[config.mk]
export PLATFORM = sky130hd
export DESIGN_NAME = calc_operand_regs_flat
export DESIGN_NICKNAME = d
export VERILOG_FILES = /design/src/rtl/calc_operand_regs_pkg.sv /design/src/rtl/calc_operand_regs_if.sv /design/src/rtl/calc_digit_shifter.sv /design/src/rtl/calc_operand_regs.sv /design/src/flat_wrapper.sv
export SDC_FILE = /design/constraint.sdc
export NUM_CORES = 1
export LEC_CHECK = 0
export CORE_MARGIN = 2
export CORE_UTILIZATION = 31
export CTS_BUF_LIST = sky130_fd_sc_hd__clkbuf_16
export CTS_CLUSTER_DIAMETER = 40
export DETAILED_ROUTE_END_ITERATION = 8
export SYNTH_ARGS = -nofsm -noshare
export SYNTH_HDL_FRONTEND = slang
export SYNTH_SLANG_ARGS = --single-unit
[constraint.sdc]
create_clock -name clock -period 1.7 [get_ports clock]
set_input_delay 0.255 -clock clock [delete_from_list [all_inputs] [get_ports clock]]
set_output_delay 0.255 -clock clock [all_outputs]
set_load 0.02 [all_outputs]
[src/rtl/calc_operand_regs_pkg.sv]
// Shared definitions for the calculator operand register file.
//   calc_state_e : control state (entry vs. waiting on the arithmetic unit)
//   Op*          : operator codes carried in op_reg
//   calc_dw()    : operand width in bits for a given hex-digit count
package calc_operand_regs_pkg;

  typedef enum logic [0:0] {
    StEntry,
    StWaitAns
  } calc_state_e;

  localparam int unsigned OpAdd = 0;
  localparam int unsigned OpSub = 1;
  localparam int unsigned OpMul = 2;
  localparam int unsigned OpDiv = 3;

  function automatic int unsigned calc_dw(input int unsigned digits);
    return 4 * digits;
  endfunction

endpackage

[src/rtl/calc_operand_regs_if.sv]
// Bus between the keypad/arithmetic side and the operand register file.
//   master : keypad decoder + arithmetic unit (drive key pulses and ans)
//   slave  : calc_operand_regs (drives operands, request and status)
interface calc_operand_regs_if
  import calc_operand_regs_pkg::*;
#(
  parameter int unsigned DIGITS = 4,
  parameter int unsigned OPW    = 2
);
  localparam int unsigned DW = calc_dw(DIGITS);
  localparam int unsigned CW = $clog2(DIGITS + 1);

  logic           newhex;
  logic [3:0]     hexcode;
  logic           newop;
  logic [OPW-1:0] opcode;
  logic           eq;
  logic           bksp;
  logic           clr;
  logic [DW-1:0]  ans;
  logic           ans_valid;
  logic [DW-1:0]  v1_reg;
  logic [DW-1:0]  v2_reg;
  logic [OPW-1:0] op_reg;
  logic           calc_req;
  logic           busy;
  logic [CW-1:0]  digit_cnt;
  logic           full;
  logic           err;

  modport master (
    output newhex, hexcode, newop, opcode, eq, bksp, clr, ans, ans_valid,
    input  v1_reg, v2_reg, op_reg, calc_req, busy, digit_cnt, full, err
  );

  modport slave (
    input  newhex, hexcode, newop, opcode, eq, bksp, clr, ans, ans_valid,
    output v1_reg, v2_reg, op_reg, calc_req, busy, digit_cnt, full, err
  );

endinterface

[src/rtl/calc_digit_shifter.sv]
// Combinational next-value logic for a digit-entry operand.
//   v1, cnt, fresh            : current operand, digit count, overwrite flag
//   hex_en, hexcode           : apply a digit key (wins over bksp_en)
//   bksp_en                   : apply a backspace
//   v1_next, cnt_next,
//   fresh_next                : resulting values (pass-through when idle)
//   clr_err                   : a fresh digit starts a new entry, clearing err
module calc_digit_shifter
  import calc_operand_regs_pkg::*;
#(
  parameter int unsigned DIGITS = 4
) (
  input  logic [calc_dw(DIGITS)-1:0]  v1,
  input  logic [$clog2(DIGITS+1)-1:0] cnt,
  input  logic                        fresh,
  input  logic                        hex_en,
  input  logic [3:0]                  hexcode,
  input  logic                        bksp_en,
  output logic [calc_dw(DIGITS)-1:0]  v1_next,
  output logic [$clog2(DIGITS+1)-1:0] cnt_next,
  output logic                        fresh_next,
  output logic                        clr_err
);
  localparam int unsigned DW = calc_dw(DIGITS);
  localparam int unsigned CW = $clog2(DIGITS + 1);
  localparam logic [CW-1:0] MaxCnt = CW'(DIGITS);

  // Concatenate then drop the top nibble; also covers DIGITS == 1.
  logic [DW+3:0] shifted_in;
  assign shifted_in = {v1, hexcode};

  always_comb begin
    v1_next    = v1;
    cnt_next   = cnt;
    fresh_next = fresh;
    clr_err    = 1'b0;
    if (hex_en) begin
      if (fresh) begin
        v1_next    = DW'(hexcode);
        cnt_next   = CW'(1);
        fresh_next = 1'b0;
        clr_err    = 1'b1;
      end else if (cnt < MaxCnt) begin
        v1_next  = shifted_in[DW-1:0];
        cnt_next = cnt + CW'(1);
      end
    end else if (bksp_en) begin
      if (fresh) begin
        v1_next  = '0;
        cnt_next = '0;
      end else begin
        v1_next = v1 >> 4;
        if (cnt != '0) cnt_next = cnt - CW'(1);
      end
    end
  end

endmodule

[src/rtl/calc_operand_regs.sv]
// Operand register file for the hex calculator datapath.
//   clock, reset : rising-edge clock, synchronous active-high reset
//   bus (slave)  : key pulses (newhex/newop/eq/bksp/clr), ans/ans_valid in;
//                  v1_reg/v2_reg/op_reg, calc_req, busy, digit_cnt, full, err out
// Assembles digits into v1, latches v2/op on an operator key and holds a
// result request on eq until ans_valid, clr or a timeout.
module calc_operand_regs
  import calc_operand_regs_pkg::*;
#(
  parameter int unsigned DIGITS      = 4,
  parameter int unsigned OPW         = 2,
  parameter int unsigned ANS_TIMEOUT = 15
) (
  input logic                clock,
  input logic                reset,
  calc_operand_regs_if.slave bus
);
  localparam int unsigned DW = calc_dw(DIGITS);
  localparam int unsigned CW = $clog2(DIGITS + 1);
  // Counter only needs to reach ANS_TIMEOUT-1; the next miss is the timeout.
  localparam int unsigned TW = (ANS_TIMEOUT < 2) ? 1 : $clog2(ANS_TIMEOUT);
  localparam logic [TW-1:0] TimeoutLast = TW'(ANS_TIMEOUT - 1);
  localparam logic [CW-1:0] MaxCnt = CW'(DIGITS);

  calc_state_e    state_q, state_d;
  logic [DW-1:0]  v1_q, v1_d;
  logic [DW-1:0]  v2_q, v2_d;
  logic [OPW-1:0] op_q, op_d;
  logic [CW-1:0]  cnt_q, cnt_d;
  logic [TW-1:0]  tmo_q, tmo_d;
  logic           fresh_q, fresh_d;
  logic           err_q, err_d;
  logic           req_q, req_d;
  logic           busy_q, busy_d;
  logic           full_q, full_d;

  logic           hex_en, bksp_en;
  logic [DW-1:0]  sh_v1;
  logic [CW-1:0]  sh_cnt;
  logic           sh_fresh, sh_clr_err;

  calc_digit_shifter #(
    .DIGITS (DIGITS)
  ) u_shifter (
    .v1         (v1_q),
    .cnt        (cnt_q),
    .fresh      (fresh_q),
    .hex_en     (hex_en),
    .hexcode    (bus.hexcode),
    .bksp_en    (bksp_en),
    .v1_next    (sh_v1),
    .cnt_next   (sh_cnt),
    .fresh_next (sh_fresh),
    .clr_err    (sh_clr_err)
  );

  always_comb begin
    state_d = state_q;
    v1_d    = v1_q;
    v2_d    = v2_q;
    op_d    = op_q;
    cnt_d   = cnt_q;
    tmo_d   = tmo_q;
    fresh_d = fresh_q;
    err_d   = err_q;
    req_d   = req_q;
    busy_d  = busy_q;
    hex_en  = 1'b0;
    bksp_en = 1'b0;
    unique case (state_q)
      StEntry: begin
        if (bus.clr) begin
          v1_d    = '0;
          cnt_d   = '0;
          fresh_d = 1'b1;
          err_d   = 1'b0;
        end else if (bus.eq) begin
          state_d = StWaitAns;
          req_d   = 1'b1;
          busy_d  = 1'b1;
          tmo_d   = '0;
        end else if (bus.newop) begin
          // v1 stays on the display until the next digit overwrites it.
          v2_d    = v1_q;
          op_d    = bus.opcode;
          fresh_d = 1'b1;
          cnt_d   = '0;
        end else begin
          hex_en  = bus.newhex;
          bksp_en = bus.bksp;
          v1_d    = sh_v1;
          cnt_d   = sh_cnt;
          fresh_d = sh_fresh;
          if (sh_clr_err) err_d = 1'b0;
        end
      end
      StWaitAns: begin
        if (bus.clr) begin
          // Abort; a same-cycle ans is discarded.
          state_d = StEntry;
          req_d   = 1'b0;
          busy_d  = 1'b0;
          v1_d    = '0;
          cnt_d   = '0;
          fresh_d = 1'b1;
          err_d   = 1'b0;
        end else if (bus.ans_valid) begin
          state_d = StEntry;
          req_d   = 1'b0;
          busy_d  = 1'b0;
          v1_d    = bus.ans;
          cnt_d   = '0;
          fresh_d = 1'b1;
        end else if (tmo_q == TimeoutLast) begin
          state_d = StEntry;
          req_d   = 1'b0;
          busy_d  = 1'b0;
          err_d   = 1'b1;
        end else begin
          tmo_d = tmo_q + TW'(1);
        end
      end
      default: state_d = StEntry;
    endcase
    full_d = (cnt_d == MaxCnt);
  end

  always_ff @(posedge clock) begin
    if (reset) begin
      state_q <= StEntry;
      v1_q    <= '0;
      v2_q    <= '0;
      op_q    <= '0;
      cnt_q   <= '0;
      tmo_q   <= '0;
      fresh_q <= 1'b1;
      err_q   <= 1'b0;
      req_q   <= 1'b0;
      busy_q  <= 1'b0;
      full_q  <= 1'b0;
    end else begin
      state_q <= state_d;
      v1_q    <= v1_d;
      v2_q    <= v2_d;
      op_q    <= op_d;
      cnt_q   <= cnt_d;
      tmo_q   <= tmo_d;
      fresh_q <= fresh_d;
      err_q   <= err_d;
      req_q   <= req_d;
      busy_q  <= busy_d;
      full_q  <= full_d;
    end
  end

  assign bus.v1_reg    = v1_q;
  assign bus.v2_reg    = v2_q;
  assign bus.op_reg    = op_q;
  assign bus.calc_req  = req_q;
  assign bus.busy      = busy_q;
  assign bus.digit_cnt = cnt_q;
  assign bus.full      = full_q;
  assign bus.err       = err_q;

endmodule
[src/flat_wrapper.sv]
// flat-port wrapper written by rule: the top's interface ports become plain ports
module calc_operand_regs_flat import calc_operand_regs_pkg::*;
#(
  parameter int unsigned DIGITS      = 4,
  parameter int unsigned OPW         = 2,
  parameter int unsigned ANS_TIMEOUT = 15
)
  (clock, reset, bus_newhex, bus_hexcode, bus_newop, bus_opcode, bus_eq, bus_bksp, bus_clr, bus_ans, bus_ans_valid, bus_v1_reg, bus_v2_reg, bus_op_reg, bus_calc_req, bus_busy, bus_digit_cnt, bus_full, bus_err);
  calc_operand_regs_if #(.DIGITS(DIGITS), .OPW(OPW)) bus_i ();
  input logic clock;
  input logic reset;
  input wire logic [$bits(bus_i.newhex)-1:0] bus_newhex;
  input wire logic [$bits(bus_i.hexcode)-1:0] bus_hexcode;
  input wire logic [$bits(bus_i.newop)-1:0] bus_newop;
  input wire logic [$bits(bus_i.opcode)-1:0] bus_opcode;
  input wire logic [$bits(bus_i.eq)-1:0] bus_eq;
  input wire logic [$bits(bus_i.bksp)-1:0] bus_bksp;
  input wire logic [$bits(bus_i.clr)-1:0] bus_clr;
  input wire logic [$bits(bus_i.ans)-1:0] bus_ans;
  input wire logic [$bits(bus_i.ans_valid)-1:0] bus_ans_valid;
  output wire logic [$bits(bus_i.v1_reg)-1:0] bus_v1_reg;
  output wire logic [$bits(bus_i.v2_reg)-1:0] bus_v2_reg;
  output wire logic [$bits(bus_i.op_reg)-1:0] bus_op_reg;
  output wire logic [$bits(bus_i.calc_req)-1:0] bus_calc_req;
  output wire logic [$bits(bus_i.busy)-1:0] bus_busy;
  output wire logic [$bits(bus_i.digit_cnt)-1:0] bus_digit_cnt;
  output wire logic [$bits(bus_i.full)-1:0] bus_full;
  output wire logic [$bits(bus_i.err)-1:0] bus_err;
  assign bus_i.newhex = bus_newhex;
  assign bus_i.hexcode = bus_hexcode;
  assign bus_i.newop = bus_newop;
  assign bus_i.opcode = bus_opcode;
  assign bus_i.eq = bus_eq;
  assign bus_i.bksp = bus_bksp;
  assign bus_i.clr = bus_clr;
  assign bus_i.ans = bus_ans;
  assign bus_i.ans_valid = bus_ans_valid;
  assign bus_v1_reg = bus_i.v1_reg;
  assign bus_v2_reg = bus_i.v2_reg;
  assign bus_op_reg = bus_i.op_reg;
  assign bus_calc_req = bus_i.calc_req;
  assign bus_busy = bus_i.busy;
  assign bus_digit_cnt = bus_i.digit_cnt;
  assign bus_full = bus_i.full;
  assign bus_err = bus_i.err;
  calc_operand_regs #(.DIGITS(DIGITS), .OPW(OPW), .ANS_TIMEOUT(ANS_TIMEOUT)) u_core (.clock(clock), .reset(reset), .bus(bus_i));
endmodule
==> impl_results.md, run 1 <==
* Status: finished with violations
* Failing checks: setup timing
* Initial antenna violation count at 0
* Clock Path Buffers at 2
* DP HPWL at 5450 µm
* Tcrit/Tclk final at 105%
* Clock Skew at 0.00727 ns
* CP required at 1.88 ns
* Post-route setup TNS at -0.0876 ns
* DRC Markers at 0
* Yosys top cell area share at 39.7%
* RSZ-0062 raised after global routing: true
* Clock Latency Late Sink at 0.29 ns
* Setup ws final at -0.0876 ns
* Synth top area cells: dfxtp_1 (40%), nand2_1 (8.2%), nor2_1 (5.2%), mux2i_1 (4.3%), a21oi_1 (3.9%)
* Fmax achieved at 559 MHz
* Fin crit period at 1.79 ns
* Syn avg cell area at 8.26 µm²
* Max_cap viols at 0
* Post-synth EDFFs at 0
* Num CTS Buffers at 5
* Area leader, netlist: dfxtp_1
* # rows at 31
* Max IR drop VDD at between 0.0003 and 0.0004 V
* Asr flop ratio synth at 0%
* Commonest cells after routing, fill and taps aside: clkdlybuf4s50_1 (65), nand2_1 (51), buf_4 (43)
* Port bufs at 70
* Initial DRC Count at 57
* Commonest non-fill, non-tap cell in the layout: clkdlybuf4s50_1
* CTS clk-pin slew, worst paths at 0.06 ns
* Post-CTS Hold Fix Bufs at 0
* GPL Wtd Cong at 0.851
* Vias in the first global route at 2390
* Ys Warns at 0
* Setup Viol. Count Final at 1
* Area of the multi-input gates at 1390 µm²
* Pwr Total at 2.83 mW
* Netlist cell types at 50
* First-pass GRT wire length at 12300 µm
* Root Buffer: clkbuf_16
* Leakage at 1.39 nW
* Grt ovf at 0
* Non-filler cells, final at approximately 500
* Post-route ant nets at 0
* PwrDens at 747 nW/µm²
* Die height at 90.5 µm
* Crit. End Element: flop
* Drt first pass iters at 4
* Layout cells sized above 1 at ~26%
* Worst hold path class: reg -> reg
* Ant. Diodes at 0
* Slew headroom at 73.8%
* Area delta synth->final at 63.5%
* WL final at between 7000 and 8000 µm
* Hold Slack at 0.454 ns
* Core Area at between 7000 and 8000 µm²
* Ys flop type: dfxtp_1
* Placed cell count at 475
* Total GRT Usage at 18.5%
* Worst setup SP type: flop
* Die area at 8190 µm²
* Crit path kind: reg -> reg
* Mapped Cells at 281
* Final-report hold violation count at 0
* Largest net degree at the start of global routing at 21
* Initial Util at 32.0%
* Die Span X at 90.5 µm
* Final Net Count at 422
* Sequential share of the synthesized area at 39.7%
* DR vias/cell at 4.99
* CTS sink cnt at 46
* H-tree depth at 2
* Critical Path AT at between 1.5 and 2 ns
* Register area at 932 µm²
* Worst slew pin tran at 0.393 ns
* Post-synthesis register bit count at 46
* Syn_nets at 316
* Synthesized area at roughly 2300 µm²
* Fillers at 692
* CTS tree: built
* Worst-path fanout max at 2
* Via Count at 2430
* I/O pin count at 71
* Max-slew violations at 0
* Worst slack at placement at -0.496 ns
* Wire per inst at 15.1 µm
critical path: stages (launching register included):
cell	delay, ns
dfxtp_2	0.32
or3_4	0.33
or4_4	0.51
a21o_1	0.17
a31oi_1	0.17
and3b_1	0.19
metrics by stage:
| step | utilization [%] | cell area [µm²] |
|---|---|---|
| global placement | 48.4 | 3510 |
| CTS | 51.6 | 3740 |
| floorplan | - | 2420 |
| finish | 52.3 | 3790 |
| detailed placement | 48.4 | 3510 |
| global route | 52.3 | 3790 |
kinds of logic (layout without fill, tap and decap cells):
family          count (synthesis)  in the layout  synth area share [%]
flops                          46             46                  39.7
xor+xnor                        3              3                  1.13
compound gates                 67             67                  21.3
mux                            10             10                  4.31
fa+ha+maj                       5              5                  2.70
simple gates                  121            121                  24.5
buf+inv                        29            136                  6.36
what timing repair did:
item | 4_1_cts | 5_1_grt
pin swaps | 5 | 6
gates cloned | 1 | 0
setup buffers | 2 | 1
gates resized for setup | 11 | 16
endpoints found under the setup margin | 19 | 28
path summary, 6_finish.rpt:
| kind | start | end | slack (ns) | depth (start not counted) |
|---|---|---|---|---|
| setup reg to reg | u_core.state_q | u_core.bus.full | -0.09 | 5 |
| setup / recovery | u_core.state_q | u_core.bus.full | -0.09 | 5 |
| hold reg to reg | u_core.bus.v2_reg[1] | u_core.bus.v2_reg[1] | 0.45 | 2 |
| hold / removal | u_core.bus.v2_reg[1] | u_core.bus.v2_reg[1] | 0.45 | 2 |
report_power, final:
part | leakage (nW) | switching, mW | internal (mW)
sequential | 0.377 | 0.0409 | 1.11
combinational | 0.932 | 0.272 | 0.294
clock | 0.0855 | 0.422 | 0.689
total | 1.39 | 0.735 | 2.10
per-layer routing:
metal	routed length [µm]	GRT usage (%)	share of wire, %	vias up
met1	3380	24.7	46	1161
met5	0	0	0	-
li1	-	-	-	1196
met3	307	3.51	4.2	16
met2	3460	29.4	47	57
met4	196	7.18	2.7	0
final cells by class:
| type | instances | area share [%] |
|---|---|---|
| clock inverters | 3 | 1.06 |
| clock buffers | 5 | 3.30 |
| well taps | 99 | 3.27 |
| repair buffers | 119 | 30.3 |
| inverters | 9 | 0.891 |
| multi-input cells | 206 | 36.6 |
| flip-flops and latches | 46 | 24.6 |
Yosys cell counts (all sizes together) (3+ instances only):
library cell,instances
nand2,51
o311ai,4
ha,5
buf,11
nor3,9
mux2i,10
nand2b,7
dfxtp,46
a22oi,3
inv,9
a221oi,5
o21ai,9
a211oi,13
nor2,33
nor2b,5
and2,3
o2111ai,4
a21oi,18
clkbuf,9
No activity file was read; power rests on OpenSTA's default activity.
==> run 2: changes to the inputs <==
--- a/config.mk
+++ b/config.mk
@@ -10,6 +10,7 @@
 export CTS_BUF_LIST = sky130_fd_sc_hd__clkbuf_16
 export CTS_CLUSTER_DIAMETER = 40
 export DETAILED_ROUTE_END_ITERATION = 8
+export SLEW_MARGIN = 10
 export SYNTH_ARGS = -nofsm -noshare
 export SYNTH_HDL_FRONTEND = slang
 export SYNTH_SLANG_ARGS = --single-unit
==> constraint.sdc (replaced) <==
create_clock -name clock -period 1.9 [get_ports clock]
set_input_delay 0.285 -clock clock [delete_from_list [all_inputs] [get_ports clock]]
set_output_delay 0.285 -clock clock [all_outputs]
set_load 0.02 [all_outputs]
==> run 2 against run 1 <==
Against the previous run:
- the flow now finishes without violations
- clock-buffer cell count stayed put
- die area unchanged
- critical path depth did not move
- flip-flop and latch count unchanged
- first-iteration DRC count rose to 2.9 times the previous value
- critical endpoint unchanged
- largest power group unchanged
- highest routed layer unchanged
==> impl_results.md, run 2 (synthesis results as in run 1) <==
* Max-slew violations at 0 (unchanged)
* Sw frac at 25.6% (-0.37 points)
* Crit. End Element: flop
* Core Area at 7250 µm² (unchanged)
* Post-route ant nets at 0 (unchanged)
* Initial DRC Count at 167 (+190%)
* Initial Util at 32.0% (unchanged)
* Hold Slack at 0.452 ns (-0.00166 ns)
* CTS clk-pin slew, worst paths at 0.06 ns (about the same)
* Max_cap viols at 0 (unchanged)
* Port bufs at 70 (unchanged)
* CTS tree: built
* Final Net Count at 410 (-2.8%)
* PwrDens at 695 nW/µm² (-6.9%)
* Root Buffer: clkbuf_16
* Largest net degree at the start of global routing at 24 (+14%)
* Int Pwr at 1.85 mW (-12%)
* Worst setup SP type: flop
* Die area at 8190 µm² (unchanged)
* Setup Viol. Count Final at 0 (-1)
* WL final at 6750 µm (-8.0%)
* Clock Latency Late Sink at 0.29 ns (about the same)
* CTS sink cnt at 46 (unchanged)
* Slew headroom at 60.9% (-13 points)
* Commonest non-fill, non-tap cell in the layout: clkdlybuf4s50_1
* Via Count at 2334 (-4.0%)
* Worst hold path class: in -> reg
* DRC Markers at 0 (unchanged)
* Fillers at 715 (+3.3%)
* # rows at 31 (unchanged)
* Crit path kind: reg -> reg
* Critical Path AT at 2.02 ns (+0.05 ns)
* First-pass GRT wire length at 11100 µm (-10%)
* Die height at 90.5 µm (unchanged)
* Initial antenna violation count at 0 (unchanged)
* Reg2reg path depth at 5 (unchanged)
* Leakage at 1.29 nW (-7.2%)
* Worst-path fanout max at 9 (+7)
* Layout cells sized above 1 at 16.8% (-9.0 points)
* Grt ovf at 0 (unchanged)
* Hold Path Stages at 3 (+1)
* Reg power frac at 41.9% (+1.1 points)
* Area delta synth->final at 53.7%
* Status: finished clean
* Wire per inst at 14.2 µm (-5.7%)
* Clock Skew at 0.00341 ns (-0.00386 ns)
* Vias in the first global route at 2237 (-6.4%)
* Tcrit/Tclk final at 96.8% (-8.3 points)
* Total GRT Usage at 16.5% (-2.0 points)
* Die Span X at 90.5 µm (unchanged)
* CP required at 2.08 ns (+0.20 ns)
* I/O pin count at 71 (unchanged)
* Comb pwr share at 17.5% (-2.5 points)
* Final core occ at 49.2% (-3.1 points)
* H-tree depth at 2 (unchanged)
* DR vias/cell at 4.91 (-1.5%)
* Ant. Diodes at 0 (unchanged)
* DP HPWL at 5070 µm (-7.0%)
* Clock Path Buffers at 2 (unchanged)
* Final-report hold violation count at 0 (unchanged)
* Max IR drop VDD at 0.000332 V (-15%)
* Clock Power Share at 40.6% (+1.4 points)
* Commonest cells after routing, fill and taps aside: clkdlybuf4s50_1 (67), nand2_1 (50), dfxtp_1 (43)
* Fin crit period at 1.84 ns (+0.0525 ns)
* Fmax achieved at 543 MHz (-2.9%)
* RSZ-0062 raised after global routing: false
* Worst slew pin tran at 0.585 ns (+0.193 ns)
* GPL Wtd Cong at 0.823 (-3.3%)
* Switching pwr at 634 µW (-14%)
* Drt first pass iters at 4 (unchanged)
* Num CTS Buffers at 5 (unchanged)
==> run 2: final timing paths <==
kind,end,slack (ns),start
max,u_core.bus.full,0.06,u_core.state_q
min,u_core.bus.err,0.45,bus_clr
max reg2reg,u_core.bus.full,0.06,u_core.state_q
min reg2reg,u_core.bus.v2_reg[4],0.45,u_core.bus.v2_reg[4]
==> run 2: cell type report <==
cell class | instances | area, µm² | share of cell area (%)
inverter | 9 | 33.8 | 0.947
sequential | 46 | 927 | 26.0
clock inverter | 3 | 43.8 | 1.23
timing repair buffer | 107 | 1020 | 28.7
multi-input combinational | 206 | 1290 | 36.2
tap | 99 | 124 | 3.47
clock buffer | 5 | 125 | 3.51
==> run 2: metal layers <==
metal,track usage [%],vias up,share of wire [%],wire length [µm]
met5,0,-,0,0
met4,4.87,0,1.3,90
met3,3.17,7,4.1,280
met2,27.3,52,49,3290
met1,21.8,1096,46,3090
li1,-,1179,-,-
==> run 2: power by group through the flow <==
stage	Clock, mW	Combinational [mW]	Sequential, mW
6_report	1.01	0.435	1.04
5_1_grt	1.06	0.468	1.05
4_1_cts	1.02	0.419	1.04
3_5_place_dp	0	0.416	1.06
3_3_place_gp	0	0.415	1.06
2_1_floorplan	0	0.176	1.09
==> run 2: what timing repair did <==
action                                  CTS  global route
endpoints found under the setup margin   13            18
gates resized for setup                   3            11
hold buffers                              0             0
pin swaps                                 0             2
setup buffers                             0             4
==> run 2: worst max-delay path, cell delays in order (launching register included) <==
cell and delay, ns:
dfxtp_4 0.37, or3_4 0.39, or4_1 0.48, a21o_1 0.17, a31oi_1 0.13, and3b_1 0.19
==> run 2: per-stage QoR <==
step           cell area [µm²]  instances  setup slack [ns]  TNS (ns)  power [mW]
6_report                  3570        475            0.0599         0        2.48
5_1_grt                   3570        475           0.00340         0        2.57
4_1_cts                   3490        471           0.00137         0        2.48
3_5_place_dp              3320        463            -0.369     -9.40        1.48
3_3_place_gp              3320        463            -0.334     -8.17        1.48
2_1_floorplan             2320        281            0.0287         0        1.26
